<file path="config.mk">
export PLATFORM = sky130hd
export DESIGN_NAME = mag_cook_ctrl
export DESIGN_NICKNAME = d
export VERILOG_FILES = /design/src/rtl/mag_pkg.sv /design/src/rtl/mag_prescaler.sv /design/src/rtl/mag_cook_ctrl.sv
export SDC_FILE = /design/constraint.sdc
export NUM_CORES = 1
export LEC_CHECK = 0
export ABC_AREA = 1
export BUFFER_PORTS_ARGS = -buffer_cell sky130_fd_sc_hd__buf_2
export CORE_MARGIN = 1
export CORE_UTILIZATION = 35
export DETAILED_ROUTE_END_ITERATION = 12
export SLEW_MARGIN = 10
export SYNTH_ARGS = -nofsm -noshare
export SYNTH_HDL_FRONTEND = slang
export SYNTH_SLANG_ARGS = --single-unit
export TNS_END_PERCENT = 10
</file>
<file path="constraint.sdc">
create_clock -name clk -period 2 [get_ports clk]
set_clock_uncertainty 0.05 [all_clocks]
set_input_delay 0.4 -clock clk [delete_from_list [all_inputs] [get_ports clk]]
set_output_delay 0.4 -clock clk [all_outputs]
set_load 0.005 [all_outputs]
</file>
<file path="src/rtl/mag_pkg.sv">
// Shared state codes and default parameters for the microwave cook controller.
package mag_pkg;

  localparam int TIME_W_DEF   = 8;
  localparam int TICK_DIV_DEF = 1000;
  localparam int PWR_W_DEF    = 2;

  typedef enum logic [2:0] {
    ST_IDLE  = 3'd0,
    ST_READY = 3'd1,
    ST_COOK  = 3'd2,
    ST_PAUSE = 3'd3,
    ST_DONE  = 3'd4
  } state_e;

endpackage

</file>
<file path="src/rtl/mag_prescaler.sv">
// One-second tick generator: counts 0..TICK_DIV-1 while en is high, held at 0 otherwise.
module mag_prescaler
  import mag_pkg::*;
#(
  parameter int TICK_DIV = TICK_DIV_DEF
) (
  input  logic clk,
  input  logic resetn,
  input  logic en,
  output logic tick
);

  localparam int CNT_W = (TICK_DIV > 1) ? $clog2(TICK_DIV) : 1;

  logic [CNT_W-1:0] cnt_q, cnt_d;

  assign tick = en && (cnt_q == CNT_W'(TICK_DIV - 1));

  always_comb begin
    cnt_d = cnt_q;
    if (!en || tick) begin
      cnt_d = '0;
    end else begin
      cnt_d = cnt_q + 1'b1;
    end
  end

  always_ff @(posedge clk) begin
    if (!resetn) begin
      cnt_q <= '0;
    end else begin
      cnt_q <= cnt_d;
    end
  end

endmodule

</file>
<file path="src/rtl/mag_cook_ctrl.sv">
// Microwave cook controller: load/start/pause/clear FSM, seconds countdown, duty-cycled magnetron.
module mag_cook_ctrl
  import mag_pkg::*;
#(
  parameter int TIME_W   = TIME_W_DEF,
  parameter int TICK_DIV = TICK_DIV_DEF,
  parameter int PWR_W    = PWR_W_DEF
) (
  input  logic              clk,
  input  logic              resetn,
  input  logic              startn,
  input  logic              stopn,
  input  logic              clearn,
  input  logic              door_closed,
  input  logic              load,
  input  logic [TIME_W-1:0] time_in,
  input  logic [PWR_W-1:0]  power_in,
  output logic              mag_on,
  output logic              running,
  output logic              done,
  output logic [TIME_W-1:0] time_left,
  output logic [2:0]        state
);

  state_e             state_q, state_d;
  logic [TIME_W-1:0]  time_left_q, time_left_d;
  logic [PWR_W-1:0]   power_q, power_d;
  logic [PWR_W-1:0]   phase_q, phase_d;
  logic               done_q, done_d;
  logic               running_q, running_d;
  logic               tick;
  logic               pause_req;
  logic               start_req;

  mag_prescaler #(
    .TICK_DIV (TICK_DIV)
  ) u_prescaler (
    .clk    (clk),
    .resetn (resetn),
    .en     (state_q == ST_COOK),
    .tick   (tick)
  );

  // Stop/door-open outranks start, so a start press only counts when neither is active.
  assign pause_req = !stopn || !door_closed;
  assign start_req = !startn && door_closed && stopn;

  always_comb begin
    state_d     = state_q;
    time_left_d = time_left_q;
    power_d     = power_q;
    if (!clearn) begin
      state_d     = ST_IDLE;
      time_left_d = '0;
    end else begin
      case (state_q)
        ST_IDLE: begin
          if (load && (time_in != '0)) begin
            state_d     = ST_READY;
            time_left_d = time_in;
            power_d     = power_in;
          end
        end
        ST_READY: begin
          if (start_req) begin
            state_d = ST_COOK;
          end else if (load && (time_in != '0)) begin
            time_left_d = time_in;
            power_d     = power_in;
          end
        end
        ST_COOK: begin
          // The final tick finishes the cook even if a pause is requested that cycle.
          if (tick) begin
            if (time_left_q <= TIME_W'(1)) begin
              state_d     = ST_DONE;
              time_left_d = '0;
            end else begin
              time_left_d = time_left_q - 1'b1;
              if (pause_req) begin
                state_d = ST_PAUSE;
              end
            end
          end else if (pause_req) begin
            state_d = ST_PAUSE;
          end
        end
        ST_PAUSE: begin
          if (start_req) begin
            state_d = ST_COOK;
          end
        end
        ST_DONE: begin
          if (!door_closed) begin
            state_d = ST_IDLE;
          end
        end
        default: begin
          state_d     = ST_IDLE;
          time_left_d = '0;
        end
      endcase
    end

    phase_d = '0;
    if ((state_d == ST_COOK) || (state_d == ST_PAUSE)) begin
      phase_d = tick ? phase_q + 1'b1 : phase_q;
    end

    done_d    = (state_d == ST_DONE) && (state_q != ST_DONE);
    running_d = (state_d == ST_COOK);
  end

  always_ff @(posedge clk) begin
    if (!resetn) begin
      state_q     <= ST_IDLE;
      time_left_q <= '0;
      power_q     <= '0;
      phase_q     <= '0;
      done_q      <= 1'b0;
      running_q   <= 1'b0;
    end else begin
      state_q     <= state_d;
      time_left_q <= time_left_d;
      power_q     <= power_d;
      phase_q     <= phase_d;
      done_q      <= done_d;
      running_q   <= running_d;
    end
  end

  // Door is sampled directly so opening it kills the magnetron without waiting for a clock.
  assign mag_on    = (state_q == ST_COOK) && door_closed && (phase_q <= power_q);
  assign running   = running_q;
  assign done      = done_q;
  assign time_left = time_left_q;
  assign state     = state_q;

endmodule

</file>
* Word level (Yosys, flattened, before mapping)
Index checks and enable logic that the tools add are counted.
Cells by class: add/sub/neg operators 3, $lt $le $gt $ge 2, equality and inequality tests 11, muxes and demuxes 16, bitwise logic cells 2, reduce and logical (&&, ||, !) cells 24
Operator list (count):
- $mux 8 | 4
- $pmux 8 s4 | 1
- $mux 3 | 7
- $eq 3x2->1 const B | 4
- $pmux 3 s4 | 1
- $add 10x1->10 const B | 1
- $eq 10x10->1 const B | 1
- $le 8x1->1 const B | 1
- $reduce_bool 8->1 | 1
- $sub 8x1->8 const B | 1
- $logic_and 1x1->1 | 7
- $eq 3x3->1 const B | 2
- $reduce_and 3->1 | 2
- $reduce_or 2->1 | 3
- $logic_not 1->1 | 4
- $mux 2 | 2
- $ne 2x2->1 const B | 2
- $pmux 2 s2 | 1
- $reduce_and 2->1 | 2
- $eq 3x1->1 const B | 1
- $logic_not 3->1 | 1
- $logic_or 1x1->1 | 3
- $ne 3x3->1 const B | 1
- $add 2x1->2 const B | 1
- 3 further kinds | 4
Word-level totals: register bits after elaboration 27, input bits 17, output and inout port bits 14

* Longest topological paths before layout
Gate-level depths: netlist (run 1).
depth after elaboration 10, depth in mapped cells 13, gate-level depth less buffers 13

* Modules after synthesis
Synthesis (run 1) repeated with hierarchy kept, for this count alone.
Unflattened totals: cell total of the unflattened synthesis 265, area total of the unflattened synthesis 1699.1 µm²
Modules (own cells, without submodules):
- mag_cook_ctrl | times used 1, cells each 200, area each 1188.6 µm²
- mag_prescaler | times used 1, cells each 65, area each 510.5 µm²

* Least setup slack after synthesis (run 1)
OpenSTA, ideal clock, no wires.
kind register to register, start register time_left_q[0] (netlist: time_left[0]), end register state_q[0] (netlist: state[0]), data arrival time 1.375 ns, data required time 1.839 ns, setup slack 0.464 ns, cell stages (with the launch flop) 14, path buffers 0, cells stage by stage dfxtp_1 -> inv_1 -> ha_1 -> inv_1 -> nand2_1 -> nand2_1 -> nor2_1 -> nor2_4 -> inv_2 -> nand2_2 -> nand2_1 -> nand2_1 -> nand2_1 -> nor2_2
Between the ends: cells in the longest elaborated chain, start to end 5
Ends and longest elaborated chain:
- start, declared | RTL line mag_cook_ctrl.sv:26 | logic [TIME_W-1:0] time_left_q, time_left_d;
- start signal, assigned | RTL line mag_cook_ctrl.sv:124 | time_left_q <= time_left_d;
- $le 8x1->1 | RTL line mag_cook_ctrl.sv:75 | if (time_left_q <= TIME_W'(1)) begin
- $mux 3 | RTL line mag_cook_ctrl.sv:75
- $mux 3 | RTL line mag_cook_ctrl.sv:74 | if (tick) begin
- $pmux 3 s4 | RTL line mag_cook_ctrl.sv:56 | case (state_q)
- $mux 3 | RTL line mag_cook_ctrl.sv:52 | if (!clearn) begin
- end signal, assigned | RTL line mag_cook_ctrl.sv:123 | state_q <= state_d;
- end, declared | RTL line mag_cook_ctrl.sv:25 | state_e state_q, state_d;
Every way passes these cells. A chain may end at the register's enable or synchronous reset.

* Worst setup path in the final report (run 1)
start register power_q[1], end output mag_on
Between the ends: cells in the longest elaborated chain, start to end 2
Ends and longest elaborated chain:
- start, declared | RTL line mag_cook_ctrl.sv:27 | logic [PWR_W-1:0] power_q, power_d;
- start signal, assigned | RTL line mag_cook_ctrl.sv:125 | power_q <= power_d;
- $le 2x2->1 | RTL line mag_cook_ctrl.sv:133 | assign mag_on = (state_q == ST_COOK) && door_closed && (phase_q <= power_q);
- $logic_and 1x1->1 | RTL line mag_cook_ctrl.sv:133
- end, declared | RTL line mag_cook_ctrl.sv:18 | output logic mag_on,
Every way passes these cells.

==> results of run 1 <==
-- cell families after synthesis --
group / count (synthesis)
DFF: 27
AOI/OAI and AO/OA: 17
adders and majority gates: 5
and+or+nand+nor: 161
xor gates and xnor gates: 5
buffers and inverters: 37
-- Yosys cell counts (2+ instances only) --
master | number | share of area (%)
nor2_4 | 2 | 1.4
nand2_4 | 2 | 1.4
a21oi_2 | 3 | 1.6
xor2_1 | 4 | 2.1
nand3_2 | 3 | 1.8
nor2_1 | 54 | 12
nand3_1 | 10 | 3.0
ha_1 | 5 | 3.8
o21a_1 | 2 | 0.91
nor3_1 | 4 | 1.2
inv_2 | 4 | 0.91
o21ai_1 | 4 | 1.2
nand2_1 | 70 | 16
nand2_2 | 4 | 1.5
nand4_1 | 5 | 1.9
inv_1 | 31 | 7.0
nor3_4 | 2 | 2.0
dfxtp_1 | 27 | 33
a21oi_1 | 6 | 1.8
-- flip-flops by register name, indices dropped and copies added, names as in the netlist --
name               cells
running                1
phase_q                2
state                  3
done                   1
u_prescaler.cnt_q     10
time_left              8
power_q                2
-- worst max-delay path: stages, from the launching register on --
cell and delay [ns]:
dfxtp_1 0.34, inv_1 0.05, ha_1 0.30, a21oi_1 0.15, a21oi_1 0.05, nor2_1 0.08
buf_2 0.11
-- cell type report --
cell class / instances / share of cell area (%)
well taps: 52 / 3.41
flip-flops and latches: 27 / 28.4
inverters: 36 / 7.09
repair buffers: 30 / 7.88
multi-input cells: 188 / 50.9
clock buffers: 4 / 2.36
-- per-stage QoR --
stage / util, % / total power, W
6_report: 42.9 / 0.00107
5_1_grt: 42.9 / 0.00113
4_1_cts: 42.9 / 0.00108
3_5_place_dp: 41.9 / 0.000768
3_3_place_gp: 41.9 / 0.000767
2_1_floorplan: - / 0.000711
-- cell usage in the layout, fill, tap and decap left out, types with 3 or more instances in the layout --
master and count:
ha_1 5, nand2_2 4, nor3_1 4, a21oi_2 3, xor2_1 4, nand3_1 10, nor2_1 54, dfxtp_1 27
clkbuf_8 3, nand3_2 3, inv_1 31, buf_2 30, nand4_1 5, a21oi_1 6, inv_2 4, nand2_1 70
o21ai_1 4
-- power by group --
part / total [W] / switching, W / internal, W
Sequential: 0.000564 / 0.0000135 / 0.000551
Clock: 0.000316 / 0.000173 / 0.000143
Combinational: 0.000190 / 0.000117 / 0.0000730
-- layer usage --
metal,wire length [µm],vias up,global-route usage (%)
li1,-,851,-
met1,1760,680,18.6
met2,1580,21,24.4
met3,103,2,2.28
met4,25,0,3.33
met5,0,-,0
-- worst max-delay path by stage --
stage | cells after the start | startpoint | endpoint
final | 6 | power_q[1] | mag_on
after global routing | 6 | power_q[1] | mag_on
after CTS | 6 | power_q[1] | mag_on
after detailed placement | 13 | time_left[0] | state[0]
after global placement | 13 | time_left[0] | state[0]
after floorplan | 13 | time_left[0] | state[0]
==> impl_metrics.toml, run 1 <==
[status]
status = "complete, no violations"

[synth]
synth_adder_area_share_pct = 3.78
postSynth.asyncResetShare_pct = 0
number_of_enable_type_register_cells_in_the_synthesized_netlist = 0
synth-compound-area-share_pct = 6.34
cell_count_after_synthesis = 252
synthDistinctLibCells = 29
synth_area_per_cell_um2 = 6.57
synth-seq-cells = 27
fraction_of_synthesized_cell_area_in_xor_and_xnor_cells_pct = 2.64
yosys_warnings = 0
synth_top_family_by_area = "simple AND/OR/NAND/NOR gates"
syn_nets = 274
synth_top_flop_cell = "dfxtp_1"
yosys-mux-area-fraction_pct = 0
synth.cell_area_um2 = 1660
synth.yosys.seq_area_share_pct = 32.6
post_synth_and_or_nand_nor_area_fraction_pct = 45.8

[final_layout]
fill_cells = 495
register_area_um2 = 541
stdcell_count = 337
drive_above_1_share_pct = 20.0
stdcell_area_um2 = 1910
combined_area_of_the_multi_input_logic_cells_um2 = 970
antenna_cells_inserted = 0
flow.area_growth_from_synthesis_pct = 15.0
nets_finish = 308

[drt]
drt_wl_total_mm = 3.46
ant_nets = 0
firstDrtPassIters = 6
drt-vias-per-instance = 4.61
post_drt_wl_per_cell_um = 10.3
vias = 1554
remaining_drc_errors = 0
first_iter_violations = 69

[clocking]
post_cts_resize_count = 0
worstSkewPairLatency_ns = 0.27
tritoncts = "done"
cts_root_buf = "clkbuf_8"
htree_num_levels = 1
cts.reportedPaths.clkPinSlew_ns = 0.09
post_cts_hold_buffer_count = 0
tritoncts_buffers = 3
cts.path.max_buffers = 2
clock-sinks = 27
postCtsSetupBuffers = 0

[pwr]
power.density_nw_per_um2 = 562
worst_ir_drop_vdd_mv = 0.290
power_leakage_nw = 0.940

[timing]
post-route-period-util_pct = 89.3
finalHoldWorstSlack_ns = 0.374
max_slew.worst_pin.slew_ns = 0.340
setup_ws_ns = 0.214
endpoints_failing_setup = 0
setup-tns-final_ns = 0
final_period_minus_worst_setup_slack_ns = 1.79
timing.fmax_mhz = 560
slew_violations = 0
max-slew-margin-rel_pct = 77.2
grt_setup_unrepaired = "false"
final_hold_viol_count = 0

[setup_path]
number_of_cells_traversed_by_the_worst_register_to_register_path = 13
startpoint_type = "flop"
critPathCaptureType = "primary output"
worst-endpoint-required_ns = 1.55
criticalPathCategory = "reg -> out"
crit_arrival_ns = 1.34
reg2reg_slack_ns = 0.29
cp_max_fo = 2
regToRegEndpoint = "state[0]"
r2r_start = "time_left[0]"

[floorplan]
die_h_um = 70.8
num_rows = 24
core_area_um2 = 4440
start_util_pct = 37.3
die_width_um = 70.8
dieArea_um2 = 5010
design.portCount = 31

[worst_hold_path]
worst_hold_path.num_cells = 3
hold_start = "resetn"
timing.hold.worst.class = "in -> reg"
worstHoldEndpoint = "power_q[1]"

[grt]
grt_pass1_vias = 1397
grt_pass1_wl_mm = 5.74
grt_max_degree = 16
globalRouteOverflowTotal = 0
grt_antenna_before_repair = 0
grt_usage_pct = 14.2

[place]
dp.final_hpwl_mm = 2.79
gp_routability_congestion = 0.856
pre_cts_slack_ns = 0.330
io_buffers = 30
placed_area_um2 = 1860
dpl.cell_count = 333

[flow_run]
max_cap_violations = 0
Note: power is estimated with default switching activity, not from simulation.
==> inputs of run 2 (changes only) <==
CAP_MARGIN = 10   (was not set)
PLACE_DENSITY = 0.56   (was not set)
==> impl_metrics.toml, run 2 (synthesized netlist as in run 1, its figures left out) <==
[grt]
grt_pass1_wl_mm = 5.67
grt_pass1_vias = 1342
grt_antenna_before_repair = 0
globalRouteOverflowTotal = 0
grt_usage_pct = 14.4
grt_max_degree = 16

[floorplan]
core_area_um2 = 4440
num_rows = 24
start_util_pct = 37.3
design.portCount = 31
die_width_um = 70.8
die_h_um = 70.8
dieArea_um2 = 5010

[setup_path]
crit_arrival_ns = 1.35
worst-endpoint-required_ns = 1.55
startpoint_type = "flop"
critPathCaptureType = "primary output"
criticalPathCategory = "reg -> out"
cp_max_fo = 5

[timing]
max-slew-margin-rel_pct = 76.6
slew_violations = 0
grt_setup_unrepaired = "false"
final_hold_viol_count = 0
final_period_minus_worst_setup_slack_ns = 1.80
max_slew.worst_pin.slew_ns = 0.348
timing.fmax_mhz = 556
post-route-period-util_pct = 89.9
endpoints_failing_setup = 0
setup-tns-final_ns = 0

[final_layout]
antenna_cells_inserted = 0
largest_register_ffs = 10
mostFrequentLayoutCell = "nand2_1"
drive_above_1_share_pct = 20.4
nets_finish = 308
fill_cells = 486
flow.area_growth_from_synthesis_pct = 15.1
most_frequent_cells_in_the_layout = "70 x nand2_1, 54 x nor2_1, 31 x inv_1, 30 x buf_2, 27 x dfxtp_1"
largest_register_by_flop_count = "u_prescaler.cnt_q"

[clocking]
worstSkewPairLatency_ns = 0.27
htree_num_levels = 1
cts.reportedPaths.clkPinSlew_ns = 0.09
postCtsSetupBuffers = 0
post_cts_resize_count = 0
cts.path.max_buffers = 2
post_cts_hold_buffer_count = 0
clock-sinks = 27
tritoncts_buffers = 3
tritoncts = "done"
cts_root_buf = "clkbuf_8"

[drt]
maxUsedRoutingLayer = "met4"
ant_nets = 0
drt-vias-per-instance = 4.56
first_iter_violations = 54
wl_met1_mm = 1.70
route.met3.wl_um = 110
met2_wirelength_mm = 1.57
remaining_drc_errors = 0
drt_wl_total_mm = 3.41
post_drt_wl_per_cell_um = 10.1
firstDrtPassIters = 6
vias = 1537

[place]
gp_routability_congestion = 0.766
dp.final_hpwl_mm = 2.77
io_buffers = 30

[pwr]
worst_ir_drop_vdd_mv = 0.310
p_clk_share_pct = 29.4
comb_power_share_pct = 17.6
p_seq_share_pct = 52.9
power_leakage_nw = 0.942
sw_frac_of_total_pct = 28.3
power.density_nw_per_um2 = 558
power_report.internal_total_w = 0.000763
fin_total_pwr_w = 0.00106
net_switching_power_w = 0.000301

[status]
status = "complete, no violations"

[worst_hold_path]
timing.hold.worst.class = "in -> reg"

[flow_run]
max_cap_violations = 0
[run 2: cell count changes in the layout (fill, tap and decap cells not counted), sizes merged]
cell / before / now
clkbuf: 4 / 3
clkinv: 1 / 2
[run 2: power groups by stage]
| stage | logic (W) | clock network (W) | registers, W |
|---|---|---|---|
| after floorplan | 0.000135 | 0 | 0.000575 |
| after global placement | 0.000191 | 0 | 0.000576 |
| after detailed placement | 0.000189 | 0 | 0.000576 |
| after CTS | 0.000190 | 0.000328 | 0.000564 |
| after global routing | 0.000215 | 0.000360 | 0.000566 |
| final | 0.000187 | 0.000313 | 0.000563 |
[run 2: worst max-delay path, stage by stage (launching register included)]
cell and delay, ns:
dfxtp_1 0.40, nor3_4 0.36, nand2_1 0.10, nor2_1 0.10, buf_2 0.11
[run 2: per-layer routing]
metal,track usage (%),up-vias
li1,-,846
met1,18.5,664
met2,24.6,23
met3,2.56,4
met4,4.67,0
met5,0,-
[run 2: worst paths after layout]
kind,depth (start not counted),startpoint,slack (ns),to
worst max-delay path,4,state[2],0.20,mag_on
worst max register to register,13,time_left[0],0.30,state[0]
worst min-delay path,3,resetn,0.37,power_q[1]
worst min register to register,1,u_prescaler.cnt_q[0],0.42,u_prescaler.cnt_q[0]
[run 2: area by class of cell]
cell class | count | area, µm² | area share (%)
timing repair buffer | 30 | 150 | 7.87
clock inverter | 1 | 5.00 | 0.262
tap | 52 | 65.1 | 3.41
inverter | 36 | 135 | 7.09
multi-input combinational | 188 | 970 | 50.9
sequential | 27 | 541 | 28.3
clock buffer | 3 | 41.3 | 2.17
[run 2: metrics by stage]
step	std cells	area [µm²]	hold slack [ns]	setup WS, ns	utilization, %
floorplan	252	1660	0.380	0.464	-
global placement	333	1860	0.396	0.372	41.9
detailed placement	333	1860	0.405	0.322	41.9
CTS	337	1910	0.364	0.178	42.9
global route	337	1910	0.367	0.0434	42.9
finish	337	1910	0.367	0.201	42.9
